## config.mk

```make
export PLATFORM = sky130hd
export DESIGN_NAME = regbank_wr_arbiter
export DESIGN_NICKNAME = d
export VERILOG_FILES = /design/src/rtl/regbank_wr_arbiter.sv
export SDC_FILE = /design/constraint.sdc
export NUM_CORES = 1
export LEC_CHECK = 0
export BUFFER_PORTS_ARGS = -buffer_cell sky130_fd_sc_hd__buf_2
export CAP_MARGIN = 20
export CORE_ASPECT_RATIO = 0.75
export CORE_MARGIN = 3
export CORE_UTILIZATION = 33
export DETAILED_ROUTE_END_ITERATION = 8
export HOLD_SLACK_MARGIN = 0.05
export PLACE_DENSITY = 0.72
export SYNTH_ARGS = -nofsm -noshare
export SYNTH_HDL_FRONTEND = slang
export SYNTH_SLANG_ARGS = --single-unit
```

## constraint.sdc

```tcl
create_clock -name clk -period 2.84 [get_ports clk]
set_input_delay 0.142 -clock clk [delete_from_list [all_inputs] [get_ports clk]]
set_output_delay 0.142 -clock clk [all_outputs]
set_load 0.02 [all_outputs]
```

## src/rtl/regbank_wr_arbiter.sv

```systemverilog
// Round-robin arbiter that shares the register-bank write port between REQ_COUNT writeback sources.
// The winning write goes through one staging register, and a per-register pending mask is exported for hazard logic.
module regbank_wr_arbiter #(
    parameter  int REG_WIDTH = 32,
    parameter  int REG_COUNT = 16,
    parameter  int REQ_COUNT = 2,
    localparam int ADDR_W    = $clog2(REG_COUNT)
) (
    input  logic                                 clk,
    input  logic                                 rst_n,
    input  logic                                 hold,
    input  logic [REQ_COUNT-1:0]                 req_valid,
    input  logic [REQ_COUNT-1:0][ADDR_W-1:0]     req_addr,
    input  logic [REQ_COUNT-1:0][REG_WIDTH-1:0]  req_data,
    output logic [REQ_COUNT-1:0]                 req_ready,
    output logic                                 we,
    output logic [ADDR_W-1:0]                    waddr,
    output logic [REG_WIDTH-1:0]                 wdata,
    output logic [REG_COUNT-1:0]                 pending
);

    localparam int PTR_W = (REQ_COUNT > 1) ? $clog2(REQ_COUNT) : 1;

    logic [PTR_W-1:0]     ptr;
    logic [PTR_W-1:0]     win_idx;
    logic                 win_found;
    logic [ADDR_W-1:0]    win_addr;
    logic [REG_WIDTH-1:0] win_data;
    int                   cand;

    // Scan ptr+1, ptr+2, ... (mod REQ_COUNT). The first valid requester wins.
    always_comb begin
        win_found = 1'b0;
        win_idx   = ptr;
        cand      = 0;
        for (int k = 1; k <= REQ_COUNT; k++) begin
            cand = int'(ptr) + k;
            if (cand >= REQ_COUNT) begin
                cand = cand - REQ_COUNT;
            end
            if (!win_found && req_valid[PTR_W'(cand)]) begin
                win_found = 1'b1;
                win_idx   = PTR_W'(cand);
            end
        end
        if (hold || !rst_n) begin
            win_found = 1'b0;
        end
    end

    // Only the granted requester's address/data are ever selected, so X on idle requesters stays out.
    always_comb begin
        req_ready = '0;
        win_addr  = '0;
        win_data  = '0;
        if (win_found) begin
            req_ready[win_idx] = 1'b1;
            win_addr           = req_addr[win_idx];
            win_data           = req_data[win_idx];
        end
    end

    always_ff @(posedge clk or negedge rst_n) begin
        if (!rst_n) begin
            ptr   <= PTR_W'(REQ_COUNT - 1);
            we    <= 1'b0;
            waddr <= '0;
            wdata <= '0;
        end else begin
            we <= win_found;
            if (win_found) begin
                ptr   <= win_idx;
                waddr <= win_addr;
                wdata <= win_data;
            end
        end
    end

    // Decoded only from registered state, so the mask changes only on a clock edge or on reset.
    always_comb begin
        pending = '0;
        if (we) begin
            pending[waddr] = 1'b1;
        end
    end

endmodule

```

# Word-level counts from Yosys, hierarchy flattened
# Cells that the tools add are included.
totals:
  word_cells: 43
  out_inout_bits: 55
  input_bits: 77
  ff_bits: 38
op_classes:
  muxes: 21
  reduce_logical: 6
  addsub: 4
  magnitude_cmp: 8
ops:
  columns: ["cell", "n"]
  rows:
  - ["32-bit two-way mux", 2]
  - ["16-bit two-way mux", 1]
  - ["1-bit two-way mux", 13]
  - ["4-bit two-way mux", 2]
  - ["1-bit by 3-bit less-than comparator with 1-bit output, second input constant", 2]
  - ["4-bit by 5-bit less-than comparator with 1-bit output, second input constant", 1]
  - ["1-bit demux with 4-bit select", 1]
  - ["4-bit by 1-bit greater-or-equal comparator with 1-bit output, second input constant", 1]
  - ["1-bit by 2-bit adder with 3-bit output, second input constant", 1]
  - ["3-bit by 2-bit greater-or-equal comparator with 1-bit output, second input constant", 1]
  - ["1-bit logical AND", 3]
  - ["1-bit by 1-bit adder with 2-bit output, second input constant", 1]
  - ["2-bit greater-or-equal comparator, second input constant", 1]
  - ["1-bit zero test", 2]
  - ["1-bit by 2-bit less-than comparator with 1-bit output, second input constant", 1]
  - ["2-bit two-way mux", 1]
  - ["1-bit subtractor, second input constant", 2]
  - ["1-bit demux with 1-bit select", 1]
  - ["1-bit greater-or-equal comparator, second input constant", 1]
  - ["1-bit logical OR", 1]

# Longest topological paths before layout
# Gate-level depths: netlist of run 1.
logic_depth:
  word_depth: 15
  depth_mapped: 4
  depth_no_buf: 2

# Least setup slack after synthesis of run 1
# No wires, ideal clock.
synth_timing:
  path_type: "reg2out"
  from: "register waddr[2]"
  to: "output port pending[0]"
  n_path_buf: 0
  arrival_time_ns: 1.466
  required_time_ns: 2.698
  setup_slack_ns: 1.232
  stages_incl_launch_ff: 3
  cell_sequence: "dfrtp_1 -> or3b_2 -> nor3_1"
synth_via:
  elab_chain_cells: 5
synth_lines:
  columns: ["item", "line", "rtl"]
  rows:
  - ["start, declared", "17", "output logic [ADDR_W-1:0] waddr,"]
  - ["start signal, assigned", "73", "waddr <= win_addr;"]
  - ["4-bit by 5-bit less-than comparator with 1-bit output (implied by the code) / 4-bit by 1-bit greater-or-equal comparator with 1-bit output (equally long branches)", "83", "pending[waddr] = 1'b1;"]
  - ["1-bit logical AND (implied by the code)", "83", null]
  - ["1-bit two-way mux (implied by the code)", "83", null]
  - ["1-bit demux with 4-bit select *", "83", null]
  - ["16-bit two-way mux *", "82", "if (we) begin"]
  - ["end, declared", "19", "output logic [REG_COUNT-1:0] pending"]
# Mark *: on every way between the ends. The rest lies on a longest branch, timed or not.

# Final worst setup path of run 1
layout_timing:
  from: "input port rst_n"
  to: "output port req_ready[0]"
layout_via:
  elab_chain_cells: 4
layout_lines:
  columns: ["item", "line", "rtl"]
  rows:
  - ["start, declared", "10", "input logic rst_n,"]
  - ["1-bit zero test (no source line)", null, null]
  - ["1-bit logical OR", "46", "if (hold || !rst_n) begin"]
  - ["1-bit two-way mux", "46", null]
  - ["2-bit two-way mux", "56", "if (win_found) begin"]
  - ["end, declared", "15", "output logic [REQ_COUNT-1:0] req_ready,"]
# Every way passes these cells.

==> metrics.log, run 1 <==
[metrics] capturing element of the worst setup path: req_ready[0]
[metrics] routing usage on met2: 25.6%
[metrics] number of vias per cell after detailed routing: roughly 4.6
[metrics] total number of H-tree levels: 2
[metrics] post-synthesis instance area: 2000 µm²
[metrics] Die Y: 73.3 µm
[metrics] mux contribution to synthesized area: 41.9%
[metrics] adder and majority cell fraction of the synthesized area: 0%
[metrics] result of the run: completed
[metrics] top post-synthesis cells by area: sky130_fd_sc_hd__dfrtp_1, sky130_fd_sc_hd__mux2_2, sky130_fd_sc_hd__mux2_4, sky130_fd_sc_hd__nor2_1, sky130_fd_sc_hd__buf_4
[metrics] clock transition at the register clock pins on the worst setup and hold paths after CTS: 0.07 ns
[metrics] number of instances in the synthesized netlist: 146
[metrics] complex-gate fraction of the synthesized area: 0%
[metrics] path length in cells of the critical path: 5
[metrics] share of synthesized area occupied by flip-flops and latches: 47.7%
[metrics] maximum vdd ir drop: 0.000411 V
[metrics] fraction of synthesized cell area in xor and xnor cells: 0.439%
[metrics] initial cell density of the core: a little over a third
[metrics] critical path fanouts, max: 40
[metrics] post-route cell area: around 2800 µm²
[metrics] synthesized-area fraction occupied by and/or/nand/nor cells: 6.58%
[metrics] layer carrying the most global-route usage: met2
[metrics] clk_skew: 0.00198 ns
[metrics] startpoint kind of the worst setup timing path: input port
[metrics] final setup violating endpoints: 0
[metrics] worst-case headroom to the max-slew limit: 42.0%
[metrics] most area-hungry cell type in the Yosys netlist: sky130_fd_sc_hd__dfrtp_1
[metrics] Worst Reg-to-Reg Cells: 3
[metrics] Post-synth EDFFs: 0
[metrics] Core Util, Final: roughly half
[metrics] total number of vias: 1616
[metrics] maxcap violations: 0
[metrics] buffer depth of the longest clock path: 2
[metrics] worst-case register-to-register setup slack: 0.89 ns
[metrics] slowest library cell on the worst path: sky130_fd_sc_hd__and3b_2
[metrics] count of endpoints failing hold in the final timing report: 0
[metrics] met1 usage in global routing: 13.6%
[metrics] dpl cell area: 2690 µm²
[metrics] number of distinct library cell variants in the gate-level netlist after synthesis: 19
[metrics] number of instances resized during post-cts repair: 0
[metrics] area of the core region: around 5600 µm²
[metrics] cell row count: 23
[metrics] TritonCTS buffer count: 5
[metrics] met3 Use GR: 4.20%
[metrics] proportion of synthesized flip-flops having asynchronous set or reset: 100%
[metrics] layout cell share with drive strength beyond 1: 77.3%
[metrics] final antenna-violating net count: 0
[metrics] Most common cell on crit path: sky130_fd_sc_hd__buf_2
[metrics] warning count from the yosys run: 0
[metrics] count of input and output buffers: 130
[metrics] CTS sink cnt: 38
[metrics] final layout net count: 354
[metrics] GRT Overall Usage: 13.2%
[metrics] clock insertion delay at the later pin of the skew report: 0.28 ns
[metrics] worst hold path class: input port to flop
[metrics] global-route congestion overflow total: 0
[metrics] Die ar.: about 7000 µm²
[metrics] Reg2Reg Launch Point: ptr$_DFFE_PN1P_
[metrics] vias in the first global route: 1704
[metrics] sort of element at the end of the critical path: primary output
[metrics] Post-CTS Hold Fix Bufs: 1
[metrics] Root Buffer Master: sky130_fd_sc_hd__clkbuf_8
[metrics] category of the critical setup timing path: input port to primary output
[metrics] Post-Synthesis Mean Instance Area: 13.7 µm²
[metrics] RSZ-0062 raised after global routing: no
[metrics] number of filler instances in the final layout: 525
[metrics] share of the clock period used by the worst path: between 70% and 80%
[metrics] clock tree from TritonCTS: built
[metrics] arrival time worst endpoint: 1.92 ns
[metrics] DRT Pass-1 Iters: 3
[metrics] crit-path cells: dlygate4sd3_1 > buf_2 > and3b_2 > and2_1 > buf_2
[metrics] horizontal extent of the die: 95.8 µm
[metrics] time the worst path needs with I/O delays and setup: a little over 2 ns
[metrics] final setup TNS: 0 ns
[metrics] total of flip-flops plus latches after synthesis: 38
[metrics] number of I/O pins: roughly 130
[metrics] Slew @ Worst Pin: ~0.87 ns
[metrics] most repeated cell in the gate-level netlist after synthesis: sky130_fd_sc_hd__mux2_2
[metrics] Area growth, synth to finish: 40.8%
[metrics] Pins Over Slew Limit: 0
[metrics] DRC: 0
[metrics] ratio of total power to cell area: 919 nW/µm²
[metrics] dominant register cell in the synthesized netlist: sky130_fd_sc_hd__dfrtp_1
[metrics] half-perimeter wire length after detailed placement: ~3600 µm
[metrics] initial antenna violation count: 0
[metrics] CP Launch Point: rst_n
[metrics] cell types with the highest counts after synthesis: sky130_fd_sc_hd__mux2_2, sky130_fd_sc_hd__dfrtp_1, sky130_fd_sc_hd__nor2_1
[metrics] wire length reported by the detailed router: 4530 µm
[metrics] portion of synthesized cell area occupied by the leading cell type: ~46%
[metrics] main combinational cell family by area after synthesis: multiplexers
[metrics] maximum cell stage delay along the critical path: a little under 0.8 ns
[metrics] static power due to leakage: ~1.4 nW
[metrics] data required time of the worst path: 2.70 ns
[metrics] count of buffers added by post-CTS timing repair for setup: 0
[metrics] Initial DRC Count: 23
[metrics] Net Count, Synth: 223
[metrics] Final GP Congestion: 0.664
[metrics] pin count of the biggest net entering global routing: 41
[metrics] worst reg2reg endpoint: wdata[17]$_DFFE_PN0P_
[metrics] Fmax achieved: slightly below 0.5 GHz
[metrics] cell family with the largest share of critical-path delay: simple AND/OR/NAND/NOR gates
[metrics] Bufs and invs on worst path: 3
[metrics] drt wl/cell: 12.8 µm
[metrics] Inserted Diodes: 0
[metrics] global-route wire length before repair: 7290 µm
[placed cells by master (no fill, tap or decap), drive strengths merged, types with 2 or more instances in the layout]
master,instances
nor3,4
nand2b,2
clkinv,2
buf,132
dfrtp,37
nor2,12
nand3b,2
mux2,72
clkbuf,5
[registers in the layout, indices dropped and copies added, names as in the netlist]
signal / flops
wdata: 32
waddr: 4
ptr: 1
we: 1
[report_power, final]
part           total, mW  switching (mW)  internal (mW)
logic               1.19           0.596          0.594
registers          0.958           0.183          0.775
clock network      0.435           0.176          0.258
total               2.58           0.956           1.63
[cells by family after synthesis]
family	count (synthesis)
xor+xnor	1
simple gates	26
mux	72
flops	38
buf+inv	9
[worst reg2reg max path, cell delays in order, from the launching register on]
cell and delay [ns]:
sky130_fd_sc_hd__dfstp_2 0.81, sky130_fd_sc_hd__buf_4 0.38, sky130_fd_sc_hd__mux2_2 0.38, sky130_fd_sc_hd__mux2_2 0.26
[how the worst min path moves through the flow]
stage	from	end	slack (ns)	cells past startpoint
2_1_floorplan	rst_n	waddr[0]$_DFFE_PN0P_	-0.15	0
3_3_place_gp	rst_n	wdata[3]$_DFFE_PN0P_	0.25	2
3_5_place_dp	rst_n	wdata[8]$_DFFE_PN0P_	0.25	2
4_1_cts	req_data[19]	wdata[19]$_DFFE_PN0P_	0.20	3
5_1_grt	req_data[47]	wdata[15]$_DFFE_PN0P_	0.20	3
6_report	req_data[12]	wdata[12]$_DFFE_PN0P_	0.22	3
[stage by stage]
step | setup WS (ns) | std cells | power [mW] | hold slack [ns]
3_3_place_gp | 0.886 | 344 | 2.15 | 0.252
5_1_grt | 0.580 | 353 | 2.77 | 0.205
6_report | 0.775 | 353 | 2.58 | 0.219
2_1_floorplan | 1.23 | 146 | 1.80 | -0.154
4_1_cts | 0.719 | 353 | 2.63 | 0.204
3_5_place_dp | 0.866 | 344 | 2.18 | 0.253
[routing by layer]
| metal | part of all wire (%) | vias up |
|---|---|---|
| met1 | 39 | 758 |
| met4 | 0.62 | 0 |
| li1 | - | 777 |
| met5 | 0 | - |
| met3 | 9.8 | 5 |
| met2 | 51 | 76 |
[layout make-up]
cell class | instances | area, µm² | area share, %
Multi-Input combinational cell | 99 | 978 | 34.8
Sequential cell | 38 | 952 | 33.9
Timing Repair Buffer | 133 | 676 | 24.1
Tap cell | 75 | 93.8 | 3.34
Clock buffer | 5 | 68.8 | 2.45
Clock inverter | 3 | 40.0 | 1.43
No activity file was read; power rests on OpenSTA's default activity.
==> run 2, diff against run 1 <==
- clock period: 2.84 -> 2.1 ns (I/O delays scaled with it)
==> run 2 against run 1 <==
  * Clock skew up 0.0043 ns
  * Worst setup slack got worse by 0.48 ns
  * Sequential power increased by 33%
  * Global-route usage shrank 0.20 points
  * Critical path type unchanged
  * Critical endpoint unchanged
==> metrics.log, run 2 (synthesis gave the netlist of run 1 again) <==
[metrics] layout cell share with drive strength beyond 1: 76.8% (-0.55 points)
[metrics] DRT Pass-1 Iters: 2 (-1)
[metrics] sort of element at the end of the critical path: primary output
[metrics] half-perimeter wire length after detailed placement: 3620 µm (+1.0%)
[metrics] Final GP Congestion: 0.639 (-3.8%)
[metrics] area of the core region: 5580 µm² (unchanged)
[metrics] most frequent cells in the layout: sky130_fd_sc_hd__buf_2, sky130_fd_sc_hd__mux2_2, sky130_fd_sc_hd__dfrtp_1
[metrics] Pins Over Slew Limit: 0 (unchanged)
[metrics] Fmax achieved: 0.555 GHz
[metrics] initial antenna violation count: 0 (unchanged)
[metrics] count of input and output buffers: 130 (unchanged)
[metrics] arrival time worst endpoint: 1.70 ns (-0.22 ns)
[metrics] clk_skew: 0.00626 ns (+0.00428 ns)
[metrics] Die ar.: 7030 µm² (unchanged)
[metrics] total number of vias: 1617 (+0.062%)
[metrics] ratio of total power to cell area: 1220 nW/µm² (+33%)
[metrics] routing usage on met2: 23.8% (-1.8 points)
[metrics] clock tree from TritonCTS: built
[metrics] Inserted Diodes: 0 (unchanged)
[metrics] worst-case headroom to the max-slew limit: 67.7% (+26 points)
[metrics] data required time of the worst path: 2.00 ns (-0.70 ns)
[metrics] Core Util, Final: 50.5% (+0.16 points)
[metrics] global-route congestion overflow total: 0 (unchanged)
[metrics] final antenna-violating net count: 0 (unchanged)
[metrics] number of filler instances in the final layout: 528 (+0.57%)
[metrics] number of vias per cell after detailed routing: 4.55 (-0.50%)
[metrics] final layout net count: 356 (+0.56%)
[metrics] startpoint kind of the worst setup timing path: input port
[metrics] static power due to leakage: 1.41 nW (+0.16%)
[metrics] Die Y: 73.3 µm (unchanged)
[metrics] layer carrying the most global-route usage: met2
[metrics] category of the critical setup timing path: input port to primary output
[metrics] cell row count: 23 (unchanged)
[metrics] Root Buffer Master: sky130_fd_sc_hd__clkbuf_8
[metrics] global-route wire length before repair: 7130 µm (-2.1%)
[metrics] pin count of the biggest net entering global routing: 41 (unchanged)
[metrics] final setup TNS: 0 ns (unchanged)
[metrics] horizontal extent of the die: 95.8 µm (unchanged)
[metrics] final setup violating endpoints: 0 (unchanged)
[metrics] TritonCTS buffer count: 5 (unchanged)
[metrics] number of flip-flops under the largest register name: 32 (unchanged)
[metrics] met1 usage in global routing: 14.9% (+1.3 points)
[metrics] drt wl/cell: 13.0 µm (+1.1%)
[metrics] maxcap violations: 0 (unchanged)
[metrics] buffer depth of the longest clock path: 2 (unchanged)
[metrics] initial cell density of the core: 35.7% (unchanged)
[metrics] result of the run: completed
[metrics] GRT Overall Usage: 13.0% (-0.20 points)
[metrics] placed insts: 346 (+0.58%)
[metrics] maximum vdd ir drop: 0.000507 V (+23%)
[metrics] critical path fanouts, max: 40 (unchanged)
[metrics] CTS sink cnt: 38 (unchanged)
[metrics] total number of H-tree levels: 2 (unchanged)
[metrics] number of instances resized during post-cts repair: 0 (unchanged)
[metrics] vias in the first global route: 1591 (-6.6%)
[metrics] register containing the most flip-flops in the final layout: wdata
[metrics] worst hold path class: input port to flop
[metrics] RSZ-0062 raised after global routing: no
[metrics] dpl cell area: 2720 µm² (+1.0%)
[metrics] count of endpoints failing hold in the final timing report: 0 (unchanged)
[metrics] clock insertion delay at the later pin of the skew report: 0.28 ns (about the same)
[metrics] number of non-filler instances in the completed layout: 355 (+0.57%)
[metrics] wire length reported by the detailed router: 4610 µm (+1.7%)
[metrics] met3 Use GR: 3.58% (-0.61 points)
[metrics] clock transition at the register clock pins on the worst setup and hold paths after CTS: 0.07 ns (about the same)
[metrics] time the worst path needs with I/O delays and setup: 1.80 ns
[metrics] number of I/O pins: 132 (unchanged)
[metrics] Area growth, synth to finish: 41.2%
[metrics] total power: 3.45 mW (+34%)
[metrics] share of the clock period used by the worst path: 85.8%
[metrics] post-route cell area: 2820 µm² (+0.31%)
[metrics] DRC: 0 (unchanged)
[metrics] Slew @ Worst Pin: 0.485 ns (-0.385 ns)
[metrics] leading cell type in the layout, fill and taps excluded: sky130_fd_sc_hd__buf_2
[metrics] Top Registers: wdata (32), waddr (4)
[metrics] Initial DRC Count: 26 (+13%)
run 2: changes by cell type in the layout (fill, tap and decap cells not counted):
| cell | delta |
|---|---|
| sky130_fd_sc_hd__buf_4 | +1 |
| sky130_fd_sc_hd__clkbuf_1 | +2 |
| sky130_fd_sc_hd__buf_12 | +1 |
| sky130_fd_sc_hd__bufinv_16 | -1 |
| sky130_fd_sc_hd__clkbuf_8 | +1 |
| sky130_fd_sc_hd__clkinv_2 | -2 |
run 2: final timing paths:
path	from	endpoint	slack, ns	cells past startpoint
worst max-delay path	rst_n	req_ready[0]	0.30	6
worst min-delay path	req_data[30]	wdata[30]$_DFFE_PN0P_	0.18	3
worst max register to register	ptr$_DFFE_PN1P_	wdata[17]$_DFFE_PN0P_	0.43	3
worst min register to register	wdata[4]$_DFFE_PN0P_	wdata[4]$_DFFE_PN0P_	0.50	1
max in group asynchronous	rst_n	ptr$_DFFE_PN1P_	1.31	3
min in group asynchronous	rst_n	wdata[8]$_DFFE_PN0P_	0.43	3
run 2: where the power goes:
part / internal, mW / switching [mW]
Combinational: 0.840 / 0.841
Clock: 0.268 / 0.229
Sequential: 1.05 / 0.224
Total: 2.16 / 1.29
run 2: routing by layer:
metal | share of wire [%] | wire length (µm) | vias up
li1 | - | - | 783
met5 | 0 | 0 | -
met2 | 51 | 2330 | 75
met3 | 8.3 | 381 | 4
met4 | 0.56 | 26 | 0
met1 | 41 | 1870 | 755
run 2: cell type report:
cell class              count  area [µm²]  area share (%)
clock buffers               8        90.1            3.20
multi-input cells          99         978            34.7
flip-flops and latches     38         952            33.8
well taps                  75        93.8            3.33
repair buffers            135         703            25.0
run 2: critical path, cell delays in order:
cell,delay [ns]
sky130_fd_sc_hd__dlygate4sd3_1,0.52
sky130_fd_sc_hd__buf_2,0.11
sky130_fd_sc_hd__and3b_2,0.17
sky130_fd_sc_hd__buf_4,0.42
sky130_fd_sc_hd__and2_1,0.20
sky130_fd_sc_hd__buf_2,0.16
run 2: what timing repair did:
action / CTS / global route
endpoints found under the hold margin: 37 / 0
hold buffers: 1 / 0
buffers inserted: 0 / 0
setup endpoints to repair: 0 / 0
run 2: metrics by stage:
step | worst slack [ns] | hold slack [ns]
detailed placement | 0.424 | 0.229
global route | 0.144 | 0.176
finish | 0.299 | 0.177
floorplan | 0.529 | -0.191
global placement | 0.449 | 0.212
CTS | 0.258 | 0.164
==> run 3, diff against run 2 <==
- GPL_TIMING_DRIVEN: not set -> 0
==> run 3 against run 2 <==
  * Core utilization grew 0.58 points
  * Largest cell class unchanged
  * Combinational power is 4% higher
  * Sequential share of layout area is 0.39 points lower
  * Critical endpoint is now req_ready[1]
  * Highest routed layer unchanged
  * First-iteration DRC count decreased by 58%
  * Critical path type unchanged
  * Sequential cell count is the same
  * Clock-buffer cell count stayed put
==> metrics.log, run 3 (synthesis gave the netlist of run 1 again) <==
[metrics] wire length reported by the detailed router: 4760 µm (+3.3%)
[metrics] clk_skew: 0.00330 ns (-0.00296 ns)
[metrics] data required time of the worst path: 2.00 ns (about the same)
[metrics] share of the clock period used by the worst path: 83.6% (-2.1 points)
[metrics] clock insertion delay at the later pin of the skew report: 0.28 ns (about the same)
[metrics] global-route congestion overflow total: 0 (unchanged)
[metrics] category of the critical setup timing path: input port to primary output
[metrics] number of I/O pins: 132 (unchanged)
[metrics] final layout net count: 362 (+1.7%)
[metrics] Post-Place Worst Slack: 0.105 ns (-0.319 ns)
[metrics] vias in the first global route: 1640 (+3.1%)
[metrics] startpoint kind of the worst setup timing path: input port
[metrics] total number of H-tree levels: 2 (unchanged)
[metrics] worst hold path class: input port to flop
[metrics] critical path fanouts, max: 10 (-75%)
[metrics] Pins Over Slew Limit: 0 (unchanged)
[metrics] Post-CTS Hold Fix Bufs: 2 (+1)
[metrics] horizontal extent of the die: 95.8 µm (unchanged)
[metrics] maxcap violations: 0 (unchanged)
[metrics] Slew @ Worst Pin: 0.270 ns (-0.215 ns)
[metrics] final setup TNS: 0 ns (unchanged)
[metrics] buffer depth of the longest clock path: 2 (unchanged)
[metrics] Inserted Diodes: 0 (unchanged)
[metrics] maximum vdd ir drop: 0.000536 V (+5.6%)
[metrics] worst-case headroom to the max-slew limit: 82.0% (+14 points)
[metrics] drt wl/cell: 13.2 µm (+1.6%)
[metrics] half-perimeter wire length after detailed placement: 3710 µm (+2.5%)
[metrics] count of buffers added by post-CTS timing repair for setup: 0 (unchanged)
[metrics] final antenna-violating net count: 0 (unchanged)
[metrics] final worst setup slack: 0.343 ns (+0.0444 ns)
[metrics] ratio of total power to cell area: 1200 nW/µm² (-1.8%)
[metrics] initial antenna violation count: 0 (unchanged)
[metrics] total number of vias: 1650 (+2.0%)
[metrics] Final GP Congestion: 0.699 (+9.4%)
[metrics] Area growth, synth to finish: 42.8%
[metrics] number of vias per cell after detailed routing: 4.57 (+0.34%)
[metrics] Die ar.: 7030 µm² (unchanged)
[metrics] Root Buffer Master: sky130_fd_sc_hd__clkbuf_8
[metrics] area of the core region: 5580 µm² (unchanged)
[metrics] static power due to leakage: 1.43 nW (+1.6%)
[metrics] count of input and output buffers: 130 (unchanged)
[metrics] global-route wire length before repair: 7350 µm (+3.0%)
[metrics] Initial DRC Count: 11 (-58%)
[metrics] TritonCTS buffer count: 5 (unchanged)
[metrics] number of instances resized during post-cts repair: 0 (unchanged)
[metrics] time the worst path needs with I/O delays and setup: 1.76 ns (-0.0444 ns)
[metrics] Core Util, Final: 51.1% (+0.58 points)
[metrics] clock tree from TritonCTS: built
[metrics] Top Registers: wdata (32), waddr (4)
[metrics] DRT Pass-1 Iters: 4 (+2)
[metrics] GRT Overall Usage: 13.5% (+0.50 points)
[metrics] number of flip-flops under the largest register name: 32 (unchanged)
[metrics] pin count of the biggest net entering global routing: 38 (-7.3%)
[metrics] layout cell share with drive strength beyond 1: 76.2% (-0.56 points)
[metrics] initial cell density of the core: 35.7% (unchanged)
[metrics] arrival time worst endpoint: 1.65 ns (-0.05 ns)
[metrics] Fmax achieved: 0.569 GHz (+2.5%)
[metrics] worst-case register-to-register setup slack: 0.53 ns (+0.10 ns)
[metrics] CTS sink cnt: 38 (unchanged)
[metrics] result of the run: completed
[metrics] count of endpoints failing hold in the final timing report: 0 (unchanged)
[metrics] smallest hold slack: 0.184 ns (+0.00638 ns)
[metrics] leading cell type in the layout, fill and taps excluded: sky130_fd_sc_hd__buf_2
[metrics] placed insts: 351 (+1.4%)
[metrics] final setup violating endpoints: 0 (unchanged)
[metrics] number of non-filler instances in the completed layout: 361 (+1.7%)
[metrics] number of filler instances in the final layout: 519 (-1.7%)
[metrics] Die Y: 73.3 µm (unchanged)
[metrics] most frequent cells in the layout: sky130_fd_sc_hd__buf_2, sky130_fd_sc_hd__mux2_2, sky130_fd_sc_hd__dfrtp_1
[metrics] cell row count: 23 (unchanged)
[metrics] clock transition at the register clock pins on the worst setup and hold paths after CTS: 0.07 ns (about the same)
[metrics] register containing the most flip-flops in the final layout: wdata
[metrics] sort of element at the end of the critical path: primary output
[metrics] RSZ-0062 raised after global routing: no
[metrics] DRC: 0 (unchanged)
-- run 3: changes by cell type in the layout (fill, tap and decap cells not counted), sizes merged --
| cell | delta |
|---|---|
| buf | +5 |
| clkbuf | +1 |
-- run 3: cell type report --
| class | count | area, µm² | area share [%] |
|---|---|---|---|
| sequential | 38 | 952 | 33.4 |
| clock buffer | 8 | 80.1 | 2.81 |
| tap | 75 | 93.8 | 3.29 |
| timing repair buffer | 132 | 681 | 23.9 |
| buffer | 9 | 66.3 | 2.33 |
| multi-input combinational | 99 | 977 | 34.3 |
-- run 3: where the power goes --
group	switching [mW]	total, mW	internal, mW	leakage [nW]
clock network	0.228	0.464	0.236	0.0395
logic	0.888	1.74	0.848	0.948
registers	0.180	1.23	1.05	0.446
total	1.30	3.43	2.13	1.43
-- run 3: critical path, stage by stage --
cell and delay (ns):
sky130_fd_sc_hd__dlygate4sd3_1 0.52, sky130_fd_sc_hd__buf_2 0.17, sky130_fd_sc_hd__and3b_1 0.17, sky130_fd_sc_hd__clkbuf_1 0.16
sky130_fd_sc_hd__buf_4 0.22, sky130_fd_sc_hd__nor2b_1 0.14, sky130_fd_sc_hd__buf_2 0.17
-- run 3: metrics by stage --
step / power (mW) / instance area (µm²)
after global placement: 2.96 / 2740
after CTS: 3.50 / 2850
final: 3.43 / 2850
after detailed placement: 3.00 / 2740
after floorplan: 2.44 / 2000
after global routing: 3.67 / 2850
-- run 3: path summary, 6_finish.rpt --
kind                                       start                    end  cells past startpoint
hold / removal                      req_data[40]   wdata[8]$_DFFE_PN0P_                      3
setup reg to reg                 ptr$_DFFE_PN1P_  wdata[28]$_DFFE_PN0P_                      3
max in group asynchronous                  rst_n   wdata[0]$_DFFE_PN0P_                      3
min in group asynchronous                  rst_n        ptr$_DFFE_PN1P_                      2
setup / recovery                           rst_n           req_ready[1]                      7
hold reg to reg            wdata[29]$_DFFE_PN0P_  wdata[29]$_DFFE_PN0P_                      1
-- run 3: routing by layer --
| metal | up-vias | share of wire (%) | track usage [%] |
|---|---|---|---|
| li1 | 799 | - | - |
| met1 | 767 | 41 | 16.2 |
| met2 | 79 | 49 | 23.7 |
| met3 | 5 | 9.7 | 3.99 |
| met4 | 0 | 0.59 | 3.79 |
| met5 | - | 0 | 0 |
